--- config.mk ---
export PLATFORM = sky130hd
export DESIGN_NAME = bit_buffer_scheduler
export DESIGN_NICKNAME = d
export VERILOG_FILES = /design/src/rtl/bit_sched_pkg.sv /design/src/rtl/bit_buffer_scheduler.sv
export SDC_FILE = /design/constraint.sdc
export NUM_CORES = 1
export LEC_CHECK = 0
export ABC_CLOCK_PERIOD_IN_PS = 4200
export CAP_MARGIN = 20
export CORE_UTILIZATION = 49
export DETAILED_ROUTE_END_ITERATION = 10
export PLACE_DENSITY = 0.82
export SETUP_SLACK_MARGIN = 0.4
export SYNTH_ARGS = -nofsm -noshare
export SYNTH_HDL_FRONTEND = slang
export SYNTH_SLANG_ARGS = --single-unit
--- constraint.sdc ---
create_clock -name pclk -period 4.2 [get_ports pclk]
set_input_delay 0.63 -clock pclk [delete_from_list [all_inputs] [get_ports pclk]]
set_output_delay 0.63 -clock pclk [all_outputs]
set_load 0.01 [all_outputs]
--- src/rtl/bit_sched_pkg.sv ---
// ----------------------------------------------------------------------------
// bit_sched_pkg
//
// Shared types for the bit-pixel buffer scheduler.
//   bank_state_t : ownership state of one bank of the bit-pixel RAMs
//   wr_state_t   : writer-side handshake state
//   rd_state_t   : reader-side handshake state
//   NUM_BANKS    : number of ping-pong banks (bank = MSB of the RAM address)
// ----------------------------------------------------------------------------
package bit_sched_pkg;

   localparam int NUM_BANKS = 2;

   typedef enum logic [1:0] {
      BANK_FREE,
      BANK_WRITING,
      BANK_FULL,
      BANK_READING
   } bank_state_t;

   typedef enum logic {
      W_IDLE,
      W_ACTIVE
   } wr_state_t;

   typedef enum logic {
      R_IDLE,
      R_ACTIVE
   } rd_state_t;

endpackage

--- src/rtl/bit_buffer_scheduler.sv ---
// ----------------------------------------------------------------------------
// bit_buffer_scheduler
//
// Ping-pong controller for the two-bank bit-pixel RAMs shared by the bit-pixel
// writer and the bit-pixel reader. Banks are handed to the writer in order,
// finished banks are handed to the reader strictly 0,1,0,1... and the reader
// is launched by bumping image_number. The writer can never be granted a bank
// the reader owns.
//
// Optional feature (macro BIT_SCHED_DROP_EN): when the writer is stalled and
// the other bank holds an unread frame while the reader is busy, that frame is
// overwritten (recycled) and drop_count is incremented (saturating). Without
// the macro the writer simply stalls and drop_count is tied to 0.
//
// Ports:
//   pclk          in   pixel clock, sole clock
//   pclk_reset_n  in   synchronous active-low reset
//   wr_req        in   level: writer wants a bank for the next frame
//   wr_grant      out  1-cycle pulse: wr_bank is now owned by the writer
//   wr_bank       out  bank granted to the writer, held until next grant
//   wr_done       in   pulse: writer finished the frame in wr_bank
//   image_number  out  incremented once per reader launch (wraps)
//   rd_bank       out  bank the reader is consuming
//   rd_busy       out  high while the reader owns a bank
//   rd_done       in   pulse: reader finished rd_bank
//   banks_full    out  bit i high when bank i is written and unread
//   proto_err     out  sticky protocol-violation flag, cleared only by reset
//   drop_count    out  frames overwritten unread (saturating)
// ----------------------------------------------------------------------------
module bit_buffer_scheduler
   import bit_sched_pkg::*;
#(
   parameter int IMG_NUM_W  = 4,
   parameter int DROP_CNT_W = 8
) (
   input  logic                  pclk,
   input  logic                  pclk_reset_n,
   input  logic                  wr_req,
   output logic                  wr_grant,
   output logic                  wr_bank,
   input  logic                  wr_done,
   output logic [IMG_NUM_W-1:0]  image_number,
   output logic                  rd_bank,
   output logic                  rd_busy,
   input  logic                  rd_done,
   output logic [NUM_BANKS-1:0]  banks_full,
   output logic                  proto_err,
   output logic [DROP_CNT_W-1:0] drop_count
);

   // -------------------------------------------------------------------------
   // State
   // -------------------------------------------------------------------------
   bank_state_t          bank_q [NUM_BANKS];
   bank_state_t          bank_d [NUM_BANKS];
   wr_state_t            wr_state_q, wr_state_d;
   rd_state_t            rd_state_q, rd_state_d;
   logic                 wr_ptr_q, wr_ptr_d;
   logic                 rd_ptr_q, rd_ptr_d;
   logic                 wr_bank_q, wr_bank_d;
   logic                 wr_grant_q, wr_grant_d;
   logic                 rd_bank_q, rd_bank_d;
   logic                 rd_busy_q, rd_busy_d;
   logic                 proto_err_q, proto_err_d;
   logic [IMG_NUM_W-1:0] image_number_q, image_number_d;

   // -------------------------------------------------------------------------
   // Decisions, all taken from registered state
   // -------------------------------------------------------------------------
   logic grant_normal;
   logic grant_drop;
   logic grant_bank;
   logic rd_launch;
   logic wr_done_ok;
   logic rd_done_ok;
   logic bad_wr_done;
   logic bad_rd_done;

   assign grant_normal = (wr_state_q == W_IDLE) && wr_req && (bank_q[wr_ptr_q] == BANK_FREE);
   assign rd_launch    = (rd_state_q == R_IDLE) && (bank_q[rd_ptr_q] == BANK_FULL);

   // A wr_done landing in the grant cycle is illegal and must not retire the bank.
   assign wr_done_ok   = (wr_state_q == W_ACTIVE) && wr_done && !wr_grant_q;
   assign rd_done_ok   = (rd_state_q == R_ACTIVE) && rd_done;

   assign bad_wr_done  = wr_done && ((wr_state_q == W_IDLE) || wr_grant_q);
   assign bad_rd_done  = rd_done && (rd_state_q == R_IDLE);

   // A recycling grant takes the other bank; a normal grant takes wr_ptr.
   assign grant_bank   = grant_drop ? ~wr_ptr_q : wr_ptr_q;

`ifdef BIT_SCHED_DROP_EN
   logic                  wr_alt;
   logic [DROP_CNT_W-1:0] drop_count_q;

   assign wr_alt = ~wr_ptr_q;

   // Recycle the unread frame only while the reader is busy elsewhere; a reader
   // launch on the same bank in the same cycle takes precedence.
   assign grant_drop = (wr_state_q == W_IDLE) && wr_req
                    && (bank_q[wr_ptr_q] != BANK_FREE)
                    && (bank_q[wr_alt] == BANK_FULL)
                    && (rd_state_q == R_ACTIVE)
                    && !(rd_launch && (rd_ptr_q == wr_alt));

   always_ff @(posedge pclk) begin
      if (!pclk_reset_n) begin
         drop_count_q <= '0;
      end else if (grant_drop && (drop_count_q != '1)) begin
         drop_count_q <= drop_count_q + 1'b1;
      end
   end

   assign drop_count = drop_count_q;
`else
   assign grant_drop = 1'b0;
   assign drop_count = '0;
`endif

   // -------------------------------------------------------------------------
   // Next-state logic for both FSMs and the bank array
   // -------------------------------------------------------------------------
   always_comb begin
      // NOTE: every signal driven here gets a default first, so no path can
      // leave it unassigned and infer a latch.
      bank_d         = bank_q;
      wr_state_d     = wr_state_q;
      wr_ptr_d       = wr_ptr_q;
      wr_bank_d      = wr_bank_q;
      wr_grant_d     = 1'b0;
      rd_state_d     = rd_state_q;
      rd_ptr_d       = rd_ptr_q;
      rd_bank_d      = rd_bank_q;
      rd_busy_d      = rd_busy_q;
      image_number_d = image_number_q;
      proto_err_d    = proto_err_q | bad_wr_done | bad_rd_done;

      // Writer and reader always act on different banks (grant takes a FREE or
      // recycled FULL bank, launch takes the FULL bank at rd_ptr, retirements
      // act on the bank each side owns), so both updates can apply together.
      case (wr_state_q)
         W_IDLE: begin
            if (grant_normal || grant_drop) begin
               wr_grant_d         = 1'b1;
               wr_bank_d          = grant_bank;
               bank_d[grant_bank] = BANK_WRITING;
               wr_state_d         = W_ACTIVE;
            end
         end
         W_ACTIVE: begin
            if (wr_done_ok) begin
               bank_d[wr_bank_q] = BANK_FULL;
               wr_ptr_d          = ~wr_bank_q;
               wr_state_d        = W_IDLE;
            end
         end
         default: ;
      endcase

      case (rd_state_q)
         R_IDLE: begin
            if (rd_launch) begin
               image_number_d   = image_number_q + 1'b1;
               rd_bank_d        = rd_ptr_q;
               rd_busy_d        = 1'b1;
               bank_d[rd_ptr_q] = BANK_READING;
               rd_state_d       = R_ACTIVE;
            end
         end
         R_ACTIVE: begin
            if (rd_done_ok) begin
               bank_d[rd_bank_q] = BANK_FREE;
               rd_ptr_d          = ~rd_ptr_q;
               rd_busy_d         = 1'b0;
               rd_state_d        = R_IDLE;
            end
         end
         default: ;
      endcase
   end

   // -------------------------------------------------------------------------
   // State registers
   // -------------------------------------------------------------------------
   always_ff @(posedge pclk) begin
      if (!pclk_reset_n) begin
         // NOTE: bank_q is a small register array, not RAM, and reset must
         // abandon all ownership, so every entry is reset explicitly.
         for (int i = 0; i < NUM_BANKS; i++) begin
            bank_q[i] <= BANK_FREE;
         end
         wr_state_q     <= W_IDLE;
         rd_state_q     <= R_IDLE;
         wr_ptr_q       <= 1'b0;
         rd_ptr_q       <= 1'b0;
         wr_bank_q      <= 1'b0;
         wr_grant_q     <= 1'b0;
         rd_bank_q      <= 1'b0;
         rd_busy_q      <= 1'b0;
         proto_err_q    <= 1'b0;
         image_number_q <= '0;
      end else begin
         // NOTE: sequential state uses non-blocking assignments only, so every
         // register samples the pre-edge values regardless of statement order.
         bank_q         <= bank_d;
         wr_state_q     <= wr_state_d;
         rd_state_q     <= rd_state_d;
         wr_ptr_q       <= wr_ptr_d;
         rd_ptr_q       <= rd_ptr_d;
         wr_bank_q      <= wr_bank_d;
         wr_grant_q     <= wr_grant_d;
         rd_bank_q      <= rd_bank_d;
         rd_busy_q      <= rd_busy_d;
         proto_err_q    <= proto_err_d;
         image_number_q <= image_number_d;
      end
   end

   // -------------------------------------------------------------------------
   // Outputs
   // -------------------------------------------------------------------------
   always_comb begin
      banks_full = '0;
      for (int i = 0; i < NUM_BANKS; i++) begin
         banks_full[i] = (bank_q[i] == BANK_FULL);
      end
   end

   assign wr_grant     = wr_grant_q;
   assign wr_bank      = wr_bank_q;
   assign image_number = image_number_q;
   assign rd_bank      = rd_bank_q;
   assign rd_busy      = rd_busy_q;
   assign proto_err    = proto_err_q;

endmodule

-- Word level (Yosys, flattened, before mapping)
Index checks and enable logic that the tools add are counted.
Widths: inputs -> output; s select.
- add/sub/neg operators: 1
- order comparisons: 8
- equality and inequality tests: 5
- mux-type cells: 29
- bitwise operators: 20
- reductions and logical operators: 21
- operators with widths (kind ; count):
    $mux 2 ; 10
    $mux 4 ; 4
    $pmux 4 s2 ; 2
    $logic_and 1x1->1 ; 12
    $reduce_and 2->1 ; 5
    $demux 2 s1 ; 4
    $ge 2x2->1 const B ; 4
    $lt 2x1->1 const B ; 4
    $not 1->2 ; 4
    $eq 2x2->1 const B ; 3
    $mux 1 ; 6
    $pmux 1 s2 ; 3
    $not 1->1 ; 5
    $add 4x1->4 const B ; 1
    $and 2x2->2 ; 2
    $and 4x4->4 ; 1
    $not 2->2 ; 2
    $not 4->4 ; 1
    $or 2x2->2 ; 2
    $or 4x4->4 ; 1
    $logic_not 2->1 ; 1
    $ne 2x1->1 const B ; 1
    $ne 2x2->1 const B ; 1
    $or 1x1->1 ; 2
    other kinds (3) ; 3
- bits in registers: 17
- input port bits: 5

-- Longest topological paths before layout
Gate-level depths: netlist (run 1).
- word-level depth: 12
- mapped depth: 4
- depth with buffers taken out: 3

-- Worst setup path after synthesis (run 1)
No wires, ideal clock.
- kind: register to register
- start: register rd_state_q
- end: register image_number_q[2], in the netlist image_number[2]
- setup time: 0.072 ns
- arrival: 1.298 ns
- required time: 4.128 ns
- slack: 2.830 ns
- cell stages (with the launch flop): 5
- cells stage by stage: dfxtp_1 or4b_1 buf_6 a21boi_2 mux2i_1
- word-level cells in the longest chain between the ends: 3
- RTL lines (what ; line ; text):
    start, declared ; bit_buffer_scheduler.sv:57 ; rd_state_t rd_state_q, rd_state_d;
    start signal, assigned ; bit_buffer_scheduler.sv:207 ; rd_state_q <= rd_state_d;
    $not 1->1 (no source line) * ; - ;
    $logic_and 1x1->1 ; bit_buffer_scheduler.sv:80 ; assign rd_launch = (rd_state_q == R_IDLE) && (bank_q[rd_ptr_q] == BANK_FULL);
    $reduce_and 2->1 (no source line) * ; - ;
    end signal, assigned ; bit_buffer_scheduler.sv:215 ; image_number_q <= image_number_d;
    end, declared ; bit_buffer_scheduler.sv:65 ; logic [IMG_NUM_W-1:0] image_number_q, image_number_d;
Every way passes the cells marked *; elsewhere a longest branch is shown, timed or not.
A chain may end at the register's enable or synchronous reset.

-- Final worst setup path (run 1)
- start: register bank_q[3] (netlist bit)
- end: output banks_full[0]
- word-level cells in the longest chain between the ends: 1
- RTL lines (what ; line ; text):
    start, declared ; bit_buffer_scheduler.sv:54 ; bank_state_t bank_q [NUM_BANKS];
    start signal, assigned ; bit_buffer_scheduler.sv:205 ; bank_q <= bank_d;
    $eq 2x2->1 ; bit_buffer_scheduler.sv:225 ; banks_full[i] = (bank_q[i] == BANK_FULL);
    end, declared ; bit_buffer_scheduler.sv:46 ; output logic [NUM_BANKS-1:0] banks_full,
Every way passes these cells.

==> results of run 1 <==
## cell families (layout without fill, tap and decap cells)
| family | after synthesis | count (layout) | synth area share (%) |
|---|---|---|---|
| xor+xnor | 1 | 1 | 1.04 |
| flops | 17 | 17 | 40.4 |
| buf+inv | 16 | 24 | 11.7 |
| simple gates | 33 | 33 | 22.7 |
| compound gates | 25 | 25 | 19.9 |
| mux | 2 | 2 | 2.37 |
| fa+ha+maj | 1 | 1 | 1.48 |
| other cells | 1 | 8 | 0.445 |
## layout make-up
type	instances	area, um2
tap	16	20.0
sequential	17	340
inverter	5	18.8
fill	134	573
multi-input combinational	70	430
timing repair buffer	15	150
clock buffer	4	26.3
## cell usage in the layout, fill, tap and decap left out, types with 2 or more instances in the layout
cell	Yosys	final
sky130_fd_sc_hd__a21oi_1	7	7
sky130_fd_sc_hd__a21oi_2	3	3
sky130_fd_sc_hd__a31oi_1	2	2
sky130_fd_sc_hd__clkbuf_4	0	3
sky130_fd_sc_hd__clkdlybuf4s50_1	0	15
sky130_fd_sc_hd__conb_1	1	8
sky130_fd_sc_hd__dfxtp_1	17	17
sky130_fd_sc_hd__inv_1	4	4
sky130_fd_sc_hd__mux2i_1	2	2
sky130_fd_sc_hd__nand2_1	9	9
sky130_fd_sc_hd__nand2b_1	3	3
sky130_fd_sc_hd__nand3_1	4	4
sky130_fd_sc_hd__nor2_1	3	3
sky130_fd_sc_hd__nor2b_1	4	4
sky130_fd_sc_hd__nor3b_1	2	2
sky130_fd_sc_hd__o21ai_0	2	2
sky130_fd_sc_hd__o21ai_1	2	2
sky130_fd_sc_hd__o22ai_1	2	2
## stage by stage
step	utilization [%]	setup slack [ps]
3_3_place_gp	61.6	2420
6_report	63.2	2120
3_5_place_dp	61.6	2370
4_1_cts	63.2	2110
5_1_grt	63.2	2050
2_1_floorplan	-	2830
## worst max-delay path: stages, from the launching register on
cell and delay (ps):
sky130_fd_sc_hd__dfxtp_1 410, sky130_fd_sc_hd__nor2b_1 190, sky130_fd_sc_hd__clkdlybuf4s50_1 560
## path summary, 6_finish.rpt
check / startpoint / endpoint
hold / removal: rd_busy / rd_busy
setup / recovery: bank_q[3] / banks_full[0]
hold reg to reg: rd_busy / rd_busy
setup reg to reg: rd_ptr_q / image_number[3]
## per-layer routing
layer | vias up | GRT usage, % | part of all wire [%]
met1 | 329 | 24.3 | 47
met3 | 5 | 6.25 | 5.6
met4 | 0 | 11.3 | 2.0
met5 | - | 0 | 0
li1 | 348 | - | -
met2 | 23 | 30.0 | 45
## power groups by stage
stage	Sequential, uW	Combinational (uW)	Clock (uW)
6_report	185	54.6	85.7
5_1_grt	187	60.3	96.8
4_1_cts	184	54.1	90.1
3_5_place_dp	188	53.9	0
3_3_place_gp	188	52.6	0
2_1_floorplan	187	40.4	0
==> summary by stage, run 1 <==
Synth
During synthesis, Yosys emitted a total of 0 warnings. The cell area that synthesis handed to floorplanning was 843 um2. Counting flops and latches in the post-synthesis netlist gives 17. Of all cell types, the one taking the most synthesized area is sky130_fd_sc_hd__dfxtp_1. The top cell type by area accounts for 40.4% of the synthesized area. The netlist uses 38 different library cells. The post-synthesis async set-or-reset flop share is 0%. In the post-synthesis netlist, the cell with the most instances is sky130_fd_sc_hd__dfxtp_1. For this run, the leading register cell type out of synthesis is sky130_fd_sc_hd__dfxtp_1. A synthesized cell averages 8.78 um2. In the synthesized netlist, the number of instances is 96. Sequential elements use 40.4% of the synthesized area. The number of enable-type register cells in the synthesized netlist is 0. By count the netlist is led by sky130_fd_sc_hd__dfxtp_1, sky130_fd_sc_hd__nand2_1, sky130_fd_sc_hd__buf_4. Sorting the synthesized cells by area gives the leading types as sky130_fd_sc_hd__dfxtp_1, sky130_fd_sc_hd__buf_4, sky130_fd_sc_hd__a21oi_1.

Timing
Setup violations remaining at the end of the flow were counted as 0. Setup repair after global routing left no endpoint under its margin. The worst path uses 49.5% of the clock period. Subtracting the final worst setup slack from the clock period gives 2080 ps. Setup total negative slack on the finished layout was measured at 0 ps.

For this run, the top clock speed supported by timing is 481 MHz. The clock tree skew after final layout is 2.48 ps. Final hold analysis gives a worst-case slack of 492 ps.

The number of max-slew violations in the final report is 0. The final count of hold timing violations is 0.

Placement
In this run the cell area measured after placement is 960 um2. The final RePlAce weighted congestion is 0.757. Detailed placement finished with a half-perimeter wire length of 1150 um. The number of placed instances, taps included, is 123. The count of port buffers added during placement is 15.

CTS
The clock tree from TritonCTS is yes. The setup fix buffers added after clock tree synthesis is 0. The clock latency on the worst-skew pair is 290 ps. The tree built by TritonCTS fans out to 17 sinks. The maximum root-to-sink buffer count is 2. The clock transition time at the flip-flop clock pins of the worst setup and hold paths is 90 ps. CTS placed an instance of sky130_fd_sc_hd__clkbuf_4 at the clock tree root.

The H-tree level count is 1. Buffers inserted to repair hold after CTS numbered 0. The number of clock buffers inserted by TritonCTS is 3. Gates resized during post-CTS repair numbered 0.

Setup path
Of all nets on the critical path, the largest fanout is 5. The worst setup path is of the flop to output pin kind. The critical path required time is 3570 ps. The count of cells along the worst register-to-register path is 3. STA classifies the critical path startpoint as a flop. The worst setup path is captured at an output pin. At the worst endpoint, the arrival time is 1450 ps. The register-to-register path setup slack is 2630 ps.

Power
The largest vdd supply drop is 228 uV. After layout, the design draws a total of 325 uW. The switching power total is 89.9 uW.

The part of the total power dissipated in combinational logic is 16.8%. The power per cell area is 330 nW/um2. The cell leakage power is 0.000353 uW. The cell internal power dissipation is 235 uW. The switching power as a share of total power is 27.7%. In this run, the clock network consumes 26.4% of the power. The share of total power in sequential cells is 56.8%.

Floorplanning
The horizontal die dimension is 43.5 um. The core region area is 1560 um2. 24 I/O pins were placed. From bottom edge to top edge, the die measures 43.5 um. The floorplan row count is 14. Once the floorplan was initialized, standard cells occupied 54.1% of the core.

The die covers 1890 um2.

Status
The flow ran to the end, but the final reports show violations. The final reports fail on DRC.

Worst hold path
The worst hold path belongs to the class flop to flop. The worst hold path passes through 2 cells.

Layout
The final layout contains 118 nets. The post-route cell area is 986 um2. The final standard cell count with taps included and fillers excluded is 127. In the final layout, the share of cells above drive strength 1 is 7.21%. The area growth from synthesis to final layout is 16.9%.

The number of inserted diodes is 0.

Global routing
The number of global-route vias before repair is 618. The initial antenna violation count is 0. The maximum number of pins on one net before global-route repair is 11. The sum of overflow across all layers after global routing is 0. The wire length of the first global-routing pass is 2670 um.

Global routing used 19.6% of the available tracks.

Detailed routing
The routed via count is 705. The initial DRC count is 20. The count of nets left with antenna violations after detail routing is 0. The count of unresolved DRC violations after routing is 4. The wire length per cell is 12.7 um. The via count normalized by instance count is 5.55. The routed design has 1620 um of wire. The first detailed-routing pass took 7 iterations.

Job
The count of maximum capacitance violations is 0.
Power figures use the tool's default switching activity.
==> inputs of run 2 (changes only) <==
- ABC_CLOCK_PERIOD_IN_PS: 4200 -> 1700
- CORE_UTILIZATION: 49 -> 41
- PLACE_DENSITY: 0.82 -> 0.73
- clock period: 4.2 -> 1.7 ns (I/O delays scaled with it)
==> run 2 against run 1 <==
Net effect:
- the run now ends clean
- sequential share of layout area down 1.3 points
- clock skew hardly changed
- combinational power grew to 2.8 times the previous value
- register-to-register slack got worse by 2300 ps
- critical path depth up 1
- sequential cell count unchanged
- core utilization shrank 8.0 points
- via count grew 3.3%
- critical endpoint is now image_number[3]
==> summary by stage, run 2 (synthesis gave the netlist of run 1 again) <==
CTS
In this run the clock root is driven by a sky130_fd_sc_hd__clkbuf_4. The clock tree from TritonCTS is yes. The number of hold-repair buffers added at the cts stage is 0 (unchanged). The number of clock buffers inserted by TritonCTS is 3 (unchanged). The clock latency on the worst-skew pair came to 300 ps (about the same). The H-tree level count is 1 (unchanged). The maximum root-to-sink buffer count was 2 (unchanged).

The clock transition time at the flip-flop clock pins of the worst setup and hold paths is 100 ps (about the same). The number of sinks driven by the clock tree was 17 (unchanged).

Layout
The final-layout fill cell count is 180 (+34%). The fraction of final layout cells sized beyond drive strength 1 is 26.5% (+19 points). The area taken by flip-flops and latches is 357 um2 (+4.8%). The area taken by multi-input logic gates is 460 um2 (+7.0%). Relative to the synthesized area, the layout overhead comes to 27.3%. The layout net count is 124 (+5.1%).

The top cell types in the final layout, fill and taps aside, are sky130_fd_sc_hd__nand2_1, sky130_fd_sc_hd__dlygate4sd2_1, sky130_fd_sc_hd__conb_1, sky130_fd_sc_hd__dfxtp_1. The number of inserted diodes is 0 (unchanged).

Setup path
The critical path required time is 1930 ps (-1640 ps). The arrival time reported for the critical path endpoint is 1630 ps (+180 ps). The count of cells along the worst register-to-register path came to 3 (unchanged). The critical path goes through or4b_4, a21oi_4, mux2i_1. The critical setup path kind is flop to flop. The delay contributed by the slowest stage of the critical path was 600 ps (+40 ps). The element type at the critical path start is a flop. The register-to-register path setup slack is 300 ps (-2330 ps). STA classifies the critical path endpoint as a flop. The highest net fanout along the worst path was 6 (+1). In this run the critical register-to-register path is captured at image_number[3]. The worst register-to-register path begins at bank_q[2]. On the critical path, the stage with the largest delay is an instance of sky130_fd_sc_hd__or4b_4.

Timing
Based on the critical path, the design can be clocked at up to 716 MHz. The worst hold slack after final layout is 475 ps (-17.6 ps). The post-route setup TNS is 0 ps (unchanged).

The number of setup violations in the final report is 0 (unchanged). The number of max-slew violations in the final report is 0 (unchanged). The final critical path time including I/O delays and setup is 1400 ps. Setup repair after global routing could not meet its margin everywhere. In the finished design, the share of the clock period the worst path needs comes to 82.2%. The final count of hold timing violations is 0 (unchanged). The clock tree skew after final layout is 2.47 ps (-0.00797 ps). The final setup slack of the worst path is 303 ps (-1820 ps).

Detailed routing
The initial DRC count is 12 (-40%). The count of unresolved DRC violations after routing is 0 (-4). The via count normalized by instance count came to 5.06 (-8.9%). The wire length per cell is 11.7 um (-8.5%). The routed via count is 728 (+3.3%). The routed wire length came to 1680 um (+3.8%).

The count of nets left with antenna violations after detail routing is 0 (unchanged). The detailed-router iteration count before antenna repair was 4 (-3).

Floorplanning
The floorplan row count came to 16 (+2). The initial cell density of the core came to 43.4% (-11 points). The height of the chip was 47.4 um (+8.9%).

The core region area is 1940 um2 (+25%). The number of I/O pins came to 24 (unchanged). The horizontal die dimension is 47.4 um (+8.9%). The die outline area is 2240 um2 (+19%).

Global routing
The number of global-route vias before repair is 636 (+2.9%). The overall routing resource usage is 17.3% (-2.3 points). The initial antenna violation count is 0 (unchanged). The maximum number of pins on one net before global-route repair is 11 (unchanged).

The sum of overflow across all layers after global routing came to 0 (unchanged). The wire length of the first global-routing pass is 2680 um (+0.26%).

Placement
The count of port buffers added during placement was 15 (unchanged). The minimum setup slack after placement is 201 ps (-2170 ps). The final RePlAce weighted congestion is 0.792 (+4.6%). The half-perimeter wire length after placement is 1150 um (+0.10%).

Worst hold path
The end point of the worst hold path is image_number[3]. The worst hold path stage count came to 2 (unchanged). The worst hold path belongs to the class flop to flop. The startpoint identified for the worst hold timing path is image_number[3].

Power
The total power was 832 uW (+160%). The cell leakage power came to 0.000442 uW (+25%). The power per cell area came to 775 nW/um2 (+140%). The largest vdd supply drop came to 733 uV (+220%).

Job
The count of maximum capacitance violations is 0 (unchanged).

Status
The run finished with clean final reports.
## run 2: critical path: cells and delay by family (launching register included)
kind | cells | cell delay, ps
simple gates | 1 | 600
mux | 1 | 190
compound gates | 1 | 180
flops | 1 | 370
## run 2: area by class of cell
cell class | count | share of cell area, %
clock buffers | 4 | 2.45
inverters | 5 | 1.75
multi-input cells | 70 | 42.9
flip-flops and latches | 17 | 33.2
well taps | 27 | 3.15
repair buffers | 21 | 16.6
## run 2: worst max-delay path by stage
stage | start | end | slack, ps | cells after the start
after floorplan | rd_ptr_q | image_number[2] | 350 | 4
after global placement | wr_done | bank_q[2] | 220 | 4
after detailed placement | rd_ptr_q | image_number[3] | 200 | 3
after CTS | bank_q[0] | image_number[3] | 290 | 3
after global routing | bank_q[0] | image_number[2] | 220 | 3
final | bank_q[2] | image_number[3] | 300 | 3
## run 2: per-stage QoR
step                instances  util (%)  area, um2
floorplan                 103         -        877
global placement          134      50.2        975
detailed placement        134      50.2        975
CTS                       143      54.8       1060
global route              144      55.3       1070
finish                    144      55.3       1070
## run 2: repair_timing
item,CTS,global route
pin swaps,6,1
gates cloned,0,0
buffers inserted,5,1
endpoints found under the setup margin,17,9
endpoints found under the hold margin,0,0
resized for setup,29,5
## run 2: report_power, final
group / switching (uW) / internal, uW
sequential: 31.2 / 427
clock: 130 / 91.5
combinational: 77.8 / 73.8
## run 2: metal layers
layer,up-vias,global-route usage [%],part of all wire (%)
met5,-,0,0
met4,0,11.4,2.6
met3,5,4.62,4.2
met2,18,28.2,49
met1,342,19.6,44
li1,363,-,-
==> inputs of run 3 (changes only) <==
- ABC_CLOCK_PERIOD_IN_PS: 1700 -> 1290
- CORE_UTILIZATION: 41 -> 45
- PLACE_DENSITY: 0.73 -> 0.76
- clock period: 1.7 -> 1.29 ns (I/O delays scaled with it)
==> run 3 against run 2 <==
Net effect:
- the run now ends with setup timing left
- largest cell class unchanged
- first-iteration DRC count up 83%
- critical endpoint is now image_number[2]
- die area decreased by 8.5%
- non-clock buffer count is 16 higher
- largest power group unchanged
- clock-buffer cell count stayed put
==> summary by stage, run 3 (synthesis gave the netlist of run 1 again) <==
Status
The flow ran to the end, but the final reports show violations. The checks that failed: setup timing.

Setup path
The highest net fanout along the worst path is 7 (+1). The family of cells with the greatest summed delay on the critical path is simple AND/OR/NAND/NOR gates. The arrival time reported for the critical path endpoint is 1600 ps (-30 ps). The sum of buffers and inverters on the critical path was 0 (unchanged). The delay contributed by the slowest stage of the critical path is 610 ps (about the same). The worst setup path is launched from a flop. The startpoint of the worst setup timing path is bank_q[2]. The critical setup path kind is flop to flop. The worst setup path is captured at a flop.

Traced cell by cell, the critical path runs through or4b_4, a21boi_2, mux2i_1. The critical path required time came to 1530 ps (-400 ps). The slowest stage of the critical path belongs to the cell sky130_fd_sc_hd__or4b_4. The launch point of the worst reg-to-reg path is bank_q[2].

Detailed routing
The initial DRC count is 22 (+10). The count of unresolved DRC violations after routing is 0 (unchanged). The count of nets left with antenna violations after detail routing is 0 (unchanged). The via count normalized by instance count came to 5.26 (+4.0%). The routed via count is 831 (+14%).

The detailed-router iteration count before antenna repair came to 4 (unchanged). The routed wire length came to 2340 um (+39%). The wire length per cell is 14.8 um (+27%).

Timing
Setup repair after global routing could not meet its margin everywhere. The final critical path time including I/O delays and setup is 1370 ps (-29.8 ps). The number of max-slew violations in the final report is 0 (unchanged). The final count of hold timing violations was 0 (unchanged).

The final critical-path share of the clock period is 106% (+24 points). The number of setup violations in the final report came to 7 (+7). The clock tree skew after final layout is 4.18 ps (+1.71 ps). The final setup slack of the worst path is -77.2 ps (-380 ps). The maximum clock rate came to 731 MHz (+2.2%).

Placement
The half-perimeter wire length after placement was 1330 um (+15%). The count of port buffers added during placement is 15 (unchanged). The final RePlAce weighted congestion was 0.813 (+2.7%). The minimum setup slack after placement was -152 ps (-353 ps). The area of placed instances was 1090 um2 (+12%).

CTS
The clock latency on the worst-skew pair is 300 ps (about the same). The root buffer cell chosen for the clock tree is sky130_fd_sc_hd__clkbuf_4. The H-tree level count came to 1 (unchanged). The clock tree from TritonCTS is yes.

The clock transition time at the flip-flop clock pins of the worst setup and hold paths is 110 ps (about the same). The maximum root-to-sink buffer count came to 2 (unchanged). The number of hold-repair buffers added at the cts stage is 0 (unchanged).

The number of sinks driven by the clock tree came to 17 (unchanged). The number of clock buffers inserted by TritonCTS was 3 (unchanged).

Floorplanning
The floorplan row count is 15 (-1). The die outline area is 2050 um2 (-8.5%). The horizontal die dimension is 45.3 um (-4.4%). The number of I/O pins is 24 (unchanged). The height of the chip came to 45.3 um (-4.4%). The initial cell density of the core is 48.3% (+4.9 points). The core region area is 1750 um2 (-10%).

Layout
The area taken by multi-input logic gates is 583 um2 (+27%). The fraction of final layout cells sized beyond drive strength 1 is 60.2% (+34 points). The post-route cell area came to 1380 um2 (+29%). The layout net count was 140 (+13%).

The area growth from synthesis to layout is 63.8%. Leaving out fill and tap cells, the most frequent cells in the layout are sky130_fd_sc_hd__buf_6, sky130_fd_sc_hd__dfxtp_2, sky130_fd_sc_hd__buf_4. The leading cell type in the layout, fill and taps excluded is sky130_fd_sc_hd__buf_6. The final-layout fill cell count is 112 (-38%). The area taken by flip-flops and latches is 365 um2 (+2.5%). The number of inserted diodes is 0 (unchanged).

Global routing
The wire length of the first global-routing pass is 3310 um (+23%). The initial antenna violation count is 0 (unchanged). The number of global-route vias before repair came to 694 (+9.1%). The maximum number of pins on one net before global-route repair is 11 (unchanged).

The overall routing resource usage is 23.1% (+5.8 points). The sum of overflow across all layers after global routing was 0 (unchanged).

Power
The largest vdd supply drop came to 845 uV (+15%). The total power came to 1260 uW (+52%). The power per cell area was 915 nW/um2 (+18%). The cell leakage power was 0.000540 uW (+22%).

Worst hold path
The hold path startpoint is pclk_reset_n. The tightest min-delay check is of the primary input to flop type.

Job
The count of maximum capacitance violations is 0 (unchanged).
[run 3: where the power goes]
part           switching (uW)  internal [uW]
clock network             185            121
logic                     169            181
registers                42.0            566
[run 3: worst min-delay path, delay by kind of cell]
kind                   cells  cell delay [ps]
AOI/OAI and AO/OA          2              160
buffers and inverters      1              350
[run 3: path summary, 6_finish.rpt]
| check | endpoint | slack [ps] | cells after the start |
|---|---|---|---|
| worst max-delay path | image_number[2] | -80 | 3 |
| worst min-delay path | bank_q[3] | 430 | 3 |
| worst max register to register | image_number[2] | -80 | 3 |
| worst min register to register | image_number[3] | 480 | 2 |
[run 3: layout make-up]
cell class / instances / area share, %
well taps: 25 / 2.26
repair buffers: 37 / 25.6
inverters: 5 / 1.54
multi-input cells: 70 / 42.2
flip-flops and latches: 17 / 26.4
clock buffers: 4 / 1.90
[run 3: through the flow]
stage	std cells	hold WS [ps]	util, %	TNS (ps)
finish	158	425	79.1	-299
global route	158	439	79.1	-558
CTS	154	390	71.8	-261
detailed placement	146	466	62.3	-852
global placement	146	463	62.3	-595
floorplan	103	351	-	-213
[run 3: metal layers]
metal / up-vias / track usage, % / share of wire, %
met3: 4 / 4.80 / 5.2
met5: - / 0 / 0
met4: 0 / 7.27 / 1.6
met1: 404 / 29.6 / 43
li1: 396 / - / -
met2: 27 / 38.6 / 50
[run 3: timing repair]
action | in CTS | in global routing
gates cloned | 0 | 0
endpoints found under the setup margin | 27 | 28
pin swaps | 11 | 8
gates resized for setup | 84 | 26
buffers inserted | 4 | 4
